==> config.mk <==
export PLATFORM = sky130hd
export DESIGN_NAME = mul_div_unit
export DESIGN_NICKNAME = d
export VERILOG_FILES = /design/src/rtl/mul_div_unit.sv
export SDC_FILE = /design/constraint.sdc
export NUM_CORES = 1
export LEC_CHECK = 0
export CORE_MARGIN = 2
export CORE_UTILIZATION = 45
export DETAILED_ROUTE_END_ITERATION = 8
export REMOVE_ABC_BUFFERS = 1
export SYNTH_ARGS = -nofsm -noshare
export SYNTH_HDL_FRONTEND = slang
export SYNTH_SLANG_ARGS = --single-unit
export TNS_END_PERCENT = 30
==> constraint.sdc <==
create_clock -name clk -period 5.9 [get_ports clk]
set_input_delay 0.885 -clock clk [delete_from_list [all_inputs] [get_ports clk]]
set_output_delay 0.885 -clock clk [all_outputs]
set_load 0.01 [all_outputs]
==> src/rtl/mul_div_unit.sv <==
// Iterative MULT/MULTU/DIV/DIVU for HI/LO: shift-add multiply, restoring divide, one bit per cycle.
// start is taken only when idle; HI/LO and a done pulse follow N+1 edges later, busy is high in between.
module mul_div_unit #(
  parameter int N = 32
) (
  input  logic         clk,
  input  logic         rst_n,
  input  logic         start,
  input  logic [1:0]   op,
  input  logic [N-1:0] nA,
  input  logic [N-1:0] nB,
  output logic         busy,
  output logic         done,
  output logic [N-1:0] hi,
  output logic [N-1:0] lo,
  output logic         div_by_zero
);

  localparam int CW = $clog2(N);

  typedef enum logic [1:0] {
    IDLE = 2'd0,
    RUN  = 2'd1,
    FIX  = 2'd2
  } state_t;

  state_t         state, state_nxt;
  logic [CW-1:0]  cnt;
  logic           is_div;
  logic           neg_res;
  logic           neg_rem;
  logic           dbz;
  logic [N-1:0]   opd;
  logic [N-1:0]   rem;
  logic [2*N-1:0] acc;

  logic           a_neg, b_neg;
  logic [N-1:0]   a_mag, b_mag;
  logic [N:0]     mul_sum;
  logic [N:0]     div_shift;
  logic [N-1:0]   div_diff;
  logic           div_ge;
  logic [2*N-1:0] prod_fix;
  logic [N-1:0]   quo_fix, rem_fix;

  // Multiply: acc = {partial product, remaining multiplier bits}, opd = multiplicand.
  // Divide:   acc[N-1:0] shifts dividend bits out and quotient bits in, opd = divisor.
  always_comb begin
    a_neg     = op[0] & nA[N-1];
    b_neg     = op[0] & nB[N-1];
    a_mag     = a_neg ? -nA : nA;
    b_mag     = b_neg ? -nB : nB;
    mul_sum   = {1'b0, acc[2*N-1:N]} + (acc[0] ? {1'b0, opd} : {(N+1){1'b0}});
    div_shift = {rem, acc[N-1]};
    div_ge    = div_shift >= {1'b0, opd};
    // The difference is below the divisor whenever it is kept, so N bits suffice.
    div_diff  = div_shift[N-1:0] - opd;
    prod_fix  = neg_res ? -acc : acc;
    quo_fix   = dbz ? {N{1'b1}} : (neg_res ? -acc[N-1:0] : acc[N-1:0]);
    rem_fix   = neg_rem ? -rem : rem;
  end

  always_comb begin
    state_nxt = state;
    case (state)
      IDLE:    if (start) state_nxt = RUN;
      RUN:     if (cnt == CW'(N-1)) state_nxt = FIX;
      FIX:     state_nxt = IDLE;
      default: state_nxt = IDLE;
    endcase
  end

  assign busy = (state != IDLE);

  always_ff @(posedge clk or negedge rst_n) begin
    if (!rst_n) state <= IDLE;
    else        state <= state_nxt;
  end

  always_ff @(posedge clk or negedge rst_n) begin
    if (!rst_n) begin
      cnt         <= '0;
      is_div      <= 1'b0;
      neg_res     <= 1'b0;
      neg_rem     <= 1'b0;
      dbz         <= 1'b0;
      opd         <= '0;
      rem         <= '0;
      acc         <= '0;
      hi          <= '0;
      lo          <= '0;
      done        <= 1'b0;
      div_by_zero <= 1'b0;
    end else begin
      done <= 1'b0;
      case (state)
        IDLE: begin
          if (start) begin
            cnt     <= '0;
            is_div  <= op[1];
            neg_res <= a_neg ^ b_neg;
            neg_rem <= op[1] & a_neg;
            dbz     <= op[1] & (nB == '0);
            rem     <= '0;
            if (op[1]) begin
              opd <= b_mag;
              acc <= {{N{1'b0}}, a_mag};
            end else begin
              opd <= a_mag;
              acc <= {{N{1'b0}}, b_mag};
            end
          end
        end
        RUN: begin
          cnt <= cnt + 1'b1;
          if (is_div) begin
            rem         <= div_ge ? div_diff : div_shift[N-1:0];
            acc[N-1:0]  <= {acc[N-2:0], div_ge};
          end else begin
            acc <= {mul_sum, acc[N-1:1]};
          end
        end
        FIX: begin
          if (is_div) begin
            hi <= rem_fix;
            lo <= quo_fix;
          end else begin
            hi <= prod_fix[2*N-1:N];
            lo <= prod_fix[N-1:0];
          end
          done        <= 1'b1;
          div_by_zero <= dbz;
        end
        default: ;
      endcase
    end
  end

endmodule

==> impl_metrics.tcl, run 1 <==
set metrics [dict create \
    status "completed" \
    cp.required_ns 6.31 \
    crit_arrival_ns 5.01 \
    timing.hold.ws_ns 0.289 \
    io_pins 136 \
    ys.flop_type "dfrtp_1" \
    finalCritPeriodShare_pct 78.0 \
    period_needed_ns 4.60 \
    maxCapViolCount 0 \
    track_usage_pct 26.3 \
    synth-edff-count 0 \
    clk_pin_slew_ns 0.06 \
    syn_avg_cell_area_um2 8.10 \
    setup_viol 0 \
    relSlewSlack_pct 17.3 \
    die-height_um 191 \
    drtIter0Drc 1010 \
    synth_area_leader_cell "dfrtp_1" \
    area_growth_pct 16.1 \
    synth_common_cells "225 x nand2_1, 205 x dfrtp_1, 177 x a21oi_1" \
    cts-root-buf "clkbuf_16" \
    cts_buffers 26 \
    synth_top_area_share_pct 32.7 \
    ys_warn_count 0 \
    rows 68 \
    grt_pass1_wl_um 76300 \
    path_delay_family "compound AO/OA/AOI/OAI gates" \
    critPathMaxStageDelay_ns 1.00 \
    synth_seq_cells 205 \
    hpwl_um 34500 \
    path_cells "inv_1, ha_1, inv_1, fa_1, a21oi_1, o21ai_0, a2111oi_0, o221ai_1, o41a_1, a221oi_1, o21ai_0, a21oi_1, xor2_1, o21ai_0" \
    ctsHoldBuffers 0 \
    crit_top_cell "o21ai_0" \
    p_leak_nw 7.77 \
    slowest_stage "a2111oi_0" \
    irDropWorstVdd_mv 0.296 \
    num-nets-final 2146 \
    viasPerCell 5.86 \
    seq_area_frac_synth_pct 32.7 \
    antenna_found_initial 0 \
    synth_area_leaders "dfrtp_1 33%, a21oi_1 5.6%, xnor2_1 5.6%" \
    skew_ns 0.0364 \
    die_area_um2 36400 \
    place.gp.congestion 0.935 \
    clock_latency_ns 0.56 \
    synth.distinct_cells 74 \
    placed_cell_area_um2 17400 \
    cts_htree_levels 1 \
    drv_slew 0 \
    hp-class "in -> async" \
    port_buffers 135 \
    crit_path_end_kind "register" \
    netlist_instances 1938 \
    layout-drive-gt1-share_pct 4.60 \
    hold_viol_final 0 \
    final_area_um2 18200 \
    via_count 14500 \
    finalSetupTns_ns 0 \
    startpoint_type "register" \
    totalWireLength_um 48000 \
    ant_nets 0 \
    path_max_fanout 6 \
    grt_pass1_vias 14000 \
    cts_tree "built" \
    post-route-drc-count 0 \
    yosysMostFrequentCell "nand2_1" \
    netlist_area_um2 15700 \
    cts.sinks 205 \
    total_power_mw 10.5 \
    dr.pass1.iters 5 \
    max_freq_mhz 217 \
    post-cts-setup-buffers 0 \
    cts_buffer_depth 3 \
    avgRoutedWirePerCell_um 19.4 \
    grt_overflow_total 0 \
    async_flop_share_pct 100 \
    fp.dieW_um 191 \
    rsz0062_at_grt "false" \
    coreArea_um2 34500 \
    setup.worst_path.class "reg -> reg" \
    cts_resized 0 \
    powerDensity_nw_per_um2 575 \
    grt_max_degree 102 \
    diodes 0 \
    cp_num_buf_inv 2 \
    worstMarginPinSlew_ns 1.24 \
    initial_utilization_pct 45.6 \
]
## cells by family after synthesis
group	Yosys count	synth area share, %
compound gates	620	24.4
xor+xnor	201	11.2
fa+ha+maj	72	5.83
buf+inv	187	4.51
flops	205	32.7
mux	62	3.98
simple gates	591	17.4
## path summary, 6_finish.rpt
kind                                startpoint             endpoint  slack [ns]  cells past startpoint
hold / removal                           rst_n       done$_DFF_PN0_        0.29                      1
min in group clk            hi[23]$_DFFE_PN0P_   hi[23]$_DFFE_PN0P_        0.47                      2
max in group asynchronous                rst_n    hi[4]$_DFFE_PN0P_        4.24                      2
setup reg to reg           acc[31]$_DFFE_PN0P_  rem[30]$_DFFE_PN0P_        1.30                     14
setup / recovery           acc[31]$_DFFE_PN0P_  rem[30]$_DFFE_PN0P_        1.30                     14
hold reg to reg             hi[23]$_DFFE_PN0P_   hi[23]$_DFFE_PN0P_        0.47                      2
## layout make-up
| class | count | area (um^2) |
|---|---|---|
| Tap cell | 455 | 569 |
| Sequential cell | 205 | 5130 |
| Multi-Input combinational cell | 1546 | 9890 |
| Clock buffer | 38 | 756 |
| Timing Repair Buffer | 152 | 1480 |
| Clock inverter | 8 | 133 |
| Fill cell | 3283 | 16200 |
| Inverter | 74 | 278 |
## sequential cells by signal (all words and copies together), names as in the netlist
register	flops
acc	64
cnt	5
dbz	1
div_by_zero	1
done	1
hi	32
is_div	1
lo	32
neg_rem	1
neg_res	1
opd	32
rem	32
state	2
## cells in the final DEF (no fill, tap or decap), types with 26 or more instances in the layout
cell type        instances
a21o_1                  38
clkbuf_16               26
ha_1                    70
o211ai_1                28
mux2i_1                 58
a211oi_1                40
a21oi_1                176
nand2_1                224
inv_1                   72
xor2_1                 100
clkdlybuf4s50_1        133
dfrtp_1                203
xnor2_1                101
o21ai_0                169
o31ai_1                 29
or3_1                   28
nand3_1                 37
o21ai_1                 27
nor2_1                 164
## routing by layer
layer	vias up	GRT usage (%)	wire length [um]
li1	7054	-	-
met1	7043	36.8	22500
met2	373	43.2	22100
met3	63	3.24	2340
met4	0	6.56	1080
met5	-	0	0
## where the power goes
| group | internal (mW) | switching (mW) | total, mW |
|---|---|---|---|
| sequential | 1.95 | 0.741 | 2.69 |
| clock | 1.02 | 0.659 | 1.68 |
| combinational | 2.60 | 3.53 | 6.13 |
## metrics by stage
step | utilization [%] | std cells | worst slack, ns
after floorplan | - | 1825 | 1.78
after global placement | 50.4 | 2432 | 1.61
after detailed placement | 50.4 | 2432 | 1.54
after CTS | 52.9 | 2478 | 1.56
after global routing | 52.9 | 2478 | 1.05
final | 52.9 | 2478 | 1.30
No activity file was read; power rests on OpenSTA's default activity.
==> inputs of run 2 (changes only) <==
==> constraint.sdc (replaced) <==
create_clock -name clk -period 4.5 [get_ports clk]
set_input_delay 0.675 -clock clk [delete_from_list [all_inputs] [get_ports clk]]
set_output_delay 0.675 -clock clk [all_outputs]
set_load 0.01 [all_outputs]
==> impl_metrics.tcl, run 2 (synthesis gave the netlist of run 1 again) <==
set metrics [dict create \
    setup_viol 0 \
    skew_ns 0.00980 \
    finalCritPeriodShare_pct 94.7 \
    hp-class "in -> async" \
    dr.pass1.iters 8 \
    drtIter0Drc 1081 \
    crit_arrival_ns 4.67 \
    power_frac_comb_pct 59.2 \
    layout_commonest_cell "nand2_1" \
    cts_buffer_depth 3 \
    powerDensity_nw_per_um2 751 \
    clk_pin_slew_ns 0.06 \
    grt_overflow_total 0 \
    status "completed" \
    initial_utilization_pct 45.6 \
    clock_latency_ns 0.54 \
    dp.cells 2449 \
    power_frac_seq_pct 25.7 \
    switching_share_pct 47.1 \
    ctsHoldBuffers 0 \
    avgRoutedWirePerCell_um 19.1 \
    irDropWorstVdd_mv 0.360 \
    final_area_um2 18300 \
    cts-root-buf "clkbuf_16" \
    max_freq_mhz 235 \
    final_cell_mix "224 x nand2_1, 203 x dfrtp_1, 176 x a21oi_1" \
    coreArea_um2 34500 \
    fp.dieW_um 191 \
    cp.required_ns 4.91 \
    p_int_mw 7.29 \
    num-nets-final 2163 \
    path_max_fanout 6 \
    layout-drive-gt1-share_pct 5.49 \
    clock_power_share_pct 15.0 \
    cts_tree "built" \
    port_buffers 135 \
    worstMarginPinSlew_ns 1.11 \
    regMostFlops "acc" \
    io_pins 136 \
    hpwl_um 35100 \
    largest_reg_flops 64 \
    cts.sinks 205 \
    hold_viol_final 0 \
    grt_pass1_vias 13800 \
    ff2ff_setup_slack_ns 0.24 \
    relSlewSlack_pct 25.7 \
    period_needed_ns 4.26 \
    drv_slew 0 \
    stdcell_count 2495 \
    regArea_um2 5130 \
    nFillCells 3278 \
    die_area_um2 36400 \
    placed_cell_area_um2 17500 \
    cts_buffers 26 \
    setup.worst_path.class "reg -> reg" \
    antenna_found_initial 0 \
    r2r_cells 15 \
    diodes 0 \
    maxCapViolCount 0 \
    finalSetupTns_ns 0 \
    area_growth_pct 16.8 \
    cts_htree_levels 1 \
    ant_nets 0 \
    place.gp.congestion 0.911 \
    startpoint_type "register" \
    rsz0062_at_grt "false" \
    totalWireLength_um 47600 \
    final_core_util_pct 53.2 \
    track_usage_pct 26.5 \
    p_leak_nw 7.85 \
    crit_path_end_kind "register" \
    viasPerCell 5.79 \
    post-route-drc-count 0 \
    post-cts-setup-buffers 0 \
    multi_input_area_um2 9890 \
    via_count 14400 \
    rows 68 \
    die-height_um 191 \
    grt_pass1_wl_um 76800 \
    p_sw_mw 6.48 \
    grt_max_degree 107 \
]
[run 2: cell count changes in the layout (fill, tap and decap cells not counted)]
cell,previous run,this run
a2111oi_0,3,2
a2111oi_1,0,1
buf_12,0,1
buf_4,17,33
bufinv_16,3,1
clkbuf_1,6,4
clkbuf_16,26,27
clkinv_2,2,6
clkinv_8,1,0
clkinvlp_4,1,2
inv_6,1,0
[run 2: path summary, 6_finish.rpt]
path                                          from                      end
setup reg to reg               acc[31]$_DFFE_PN0P_      rem[30]$_DFFE_PN0P_
hold reg to reg            div_by_zero$_DFFE_PN0P_  div_by_zero$_DFFE_PN0P_
setup / recovery               acc[31]$_DFFE_PN0P_      rem[30]$_DFFE_PN0P_
max in group asynchronous                    rst_n      acc[49]$_DFFE_PN0P_
min in group clk           div_by_zero$_DFFE_PN0P_  div_by_zero$_DFFE_PN0P_
hold / removal                               rst_n           done$_DFF_PN0_
[run 2: power groups by stage]
stage,registers [mW],logic [mW],clock network [mW]
after floorplan,3.37,5.88,0
after global placement,3.54,7.98,0
after detailed placement,3.56,8.04,0
after CTS,3.53,8.10,2.12
after global routing,3.68,9.07,2.21
final,3.54,8.15,2.07
[run 2: layer usage]
metal	vias to the layer above	track usage (%)	wire length, um
li1	7101	-	-
met1	6873	38.3	22600
met2	389	42.1	21600
met3	73	3.18	2420
met4	0	6.35	1030
met5	-	0	0
[run 2: stage by stage]
step / setup slack [ns] / hold slack, ns / power (mW)
final: 0.237 / 0.169 / 13.8
after global routing: 0.0680 / 0.278 / 15.0
after CTS: 0.299 / 0.227 / 13.8
after detailed placement: 0.324 / 0.461 / 11.6
after global placement: 0.394 / 0.460 / 11.5
after floorplan: 0.383 / 0.379 / 9.25
[run 2: area by class of cell]
cell class,count,area share (%)
Clock buffer,37,4.22
Clock inverter,9,0.409
Inverter,74,1.51
Multi-Input combinational cell,1546,53.9
Sequential cell,205,28.0
Tap cell,455,3.10
Timing Repair Buffer,169,8.83
[run 2: worst max-delay path, cell delays in order (launching register included)]
cell	delay (ns)
dfrtp_1	0.47
inv_1	0.17
ha_1	0.20
inv_1	0.06
fa_1	0.40
a21oi_1	0.20
o21ai_0	0.23
a2111oi_1	0.55
buf_4	0.20
o221ai_1	0.21
o41a_1	0.43
a221oi_1	0.37
o21ai_0	0.19
a21oi_1	0.21
xor2_1	0.15
o21ai_0	0.09
[run 2: timing repair]
action                                 in CTS  in global routing
setup endpoints to repair                   0                  1
resized for setup                           0                  1
endpoints found under the hold margin       0                  0
==> inputs of run 3 (changes only) <==
==> constraint.sdc (replaced) <==
create_clock -name clk -period 4.5 [get_ports clk]
set_input_delay 0.675 -clock clk [delete_from_list [all_inputs] [get_ports clk]]
set_output_delay 0.675 -clock clk [all_outputs]
set_load 0.1 [all_outputs]
==> results of run 3 <==
Same layout as run 2 (identical final DEF). Status: completed.
Among the figures that moved: total power 13.8 mW -> 14.3 mW; worst IR drop on VDD 0.360 mV -> 0.373 mV
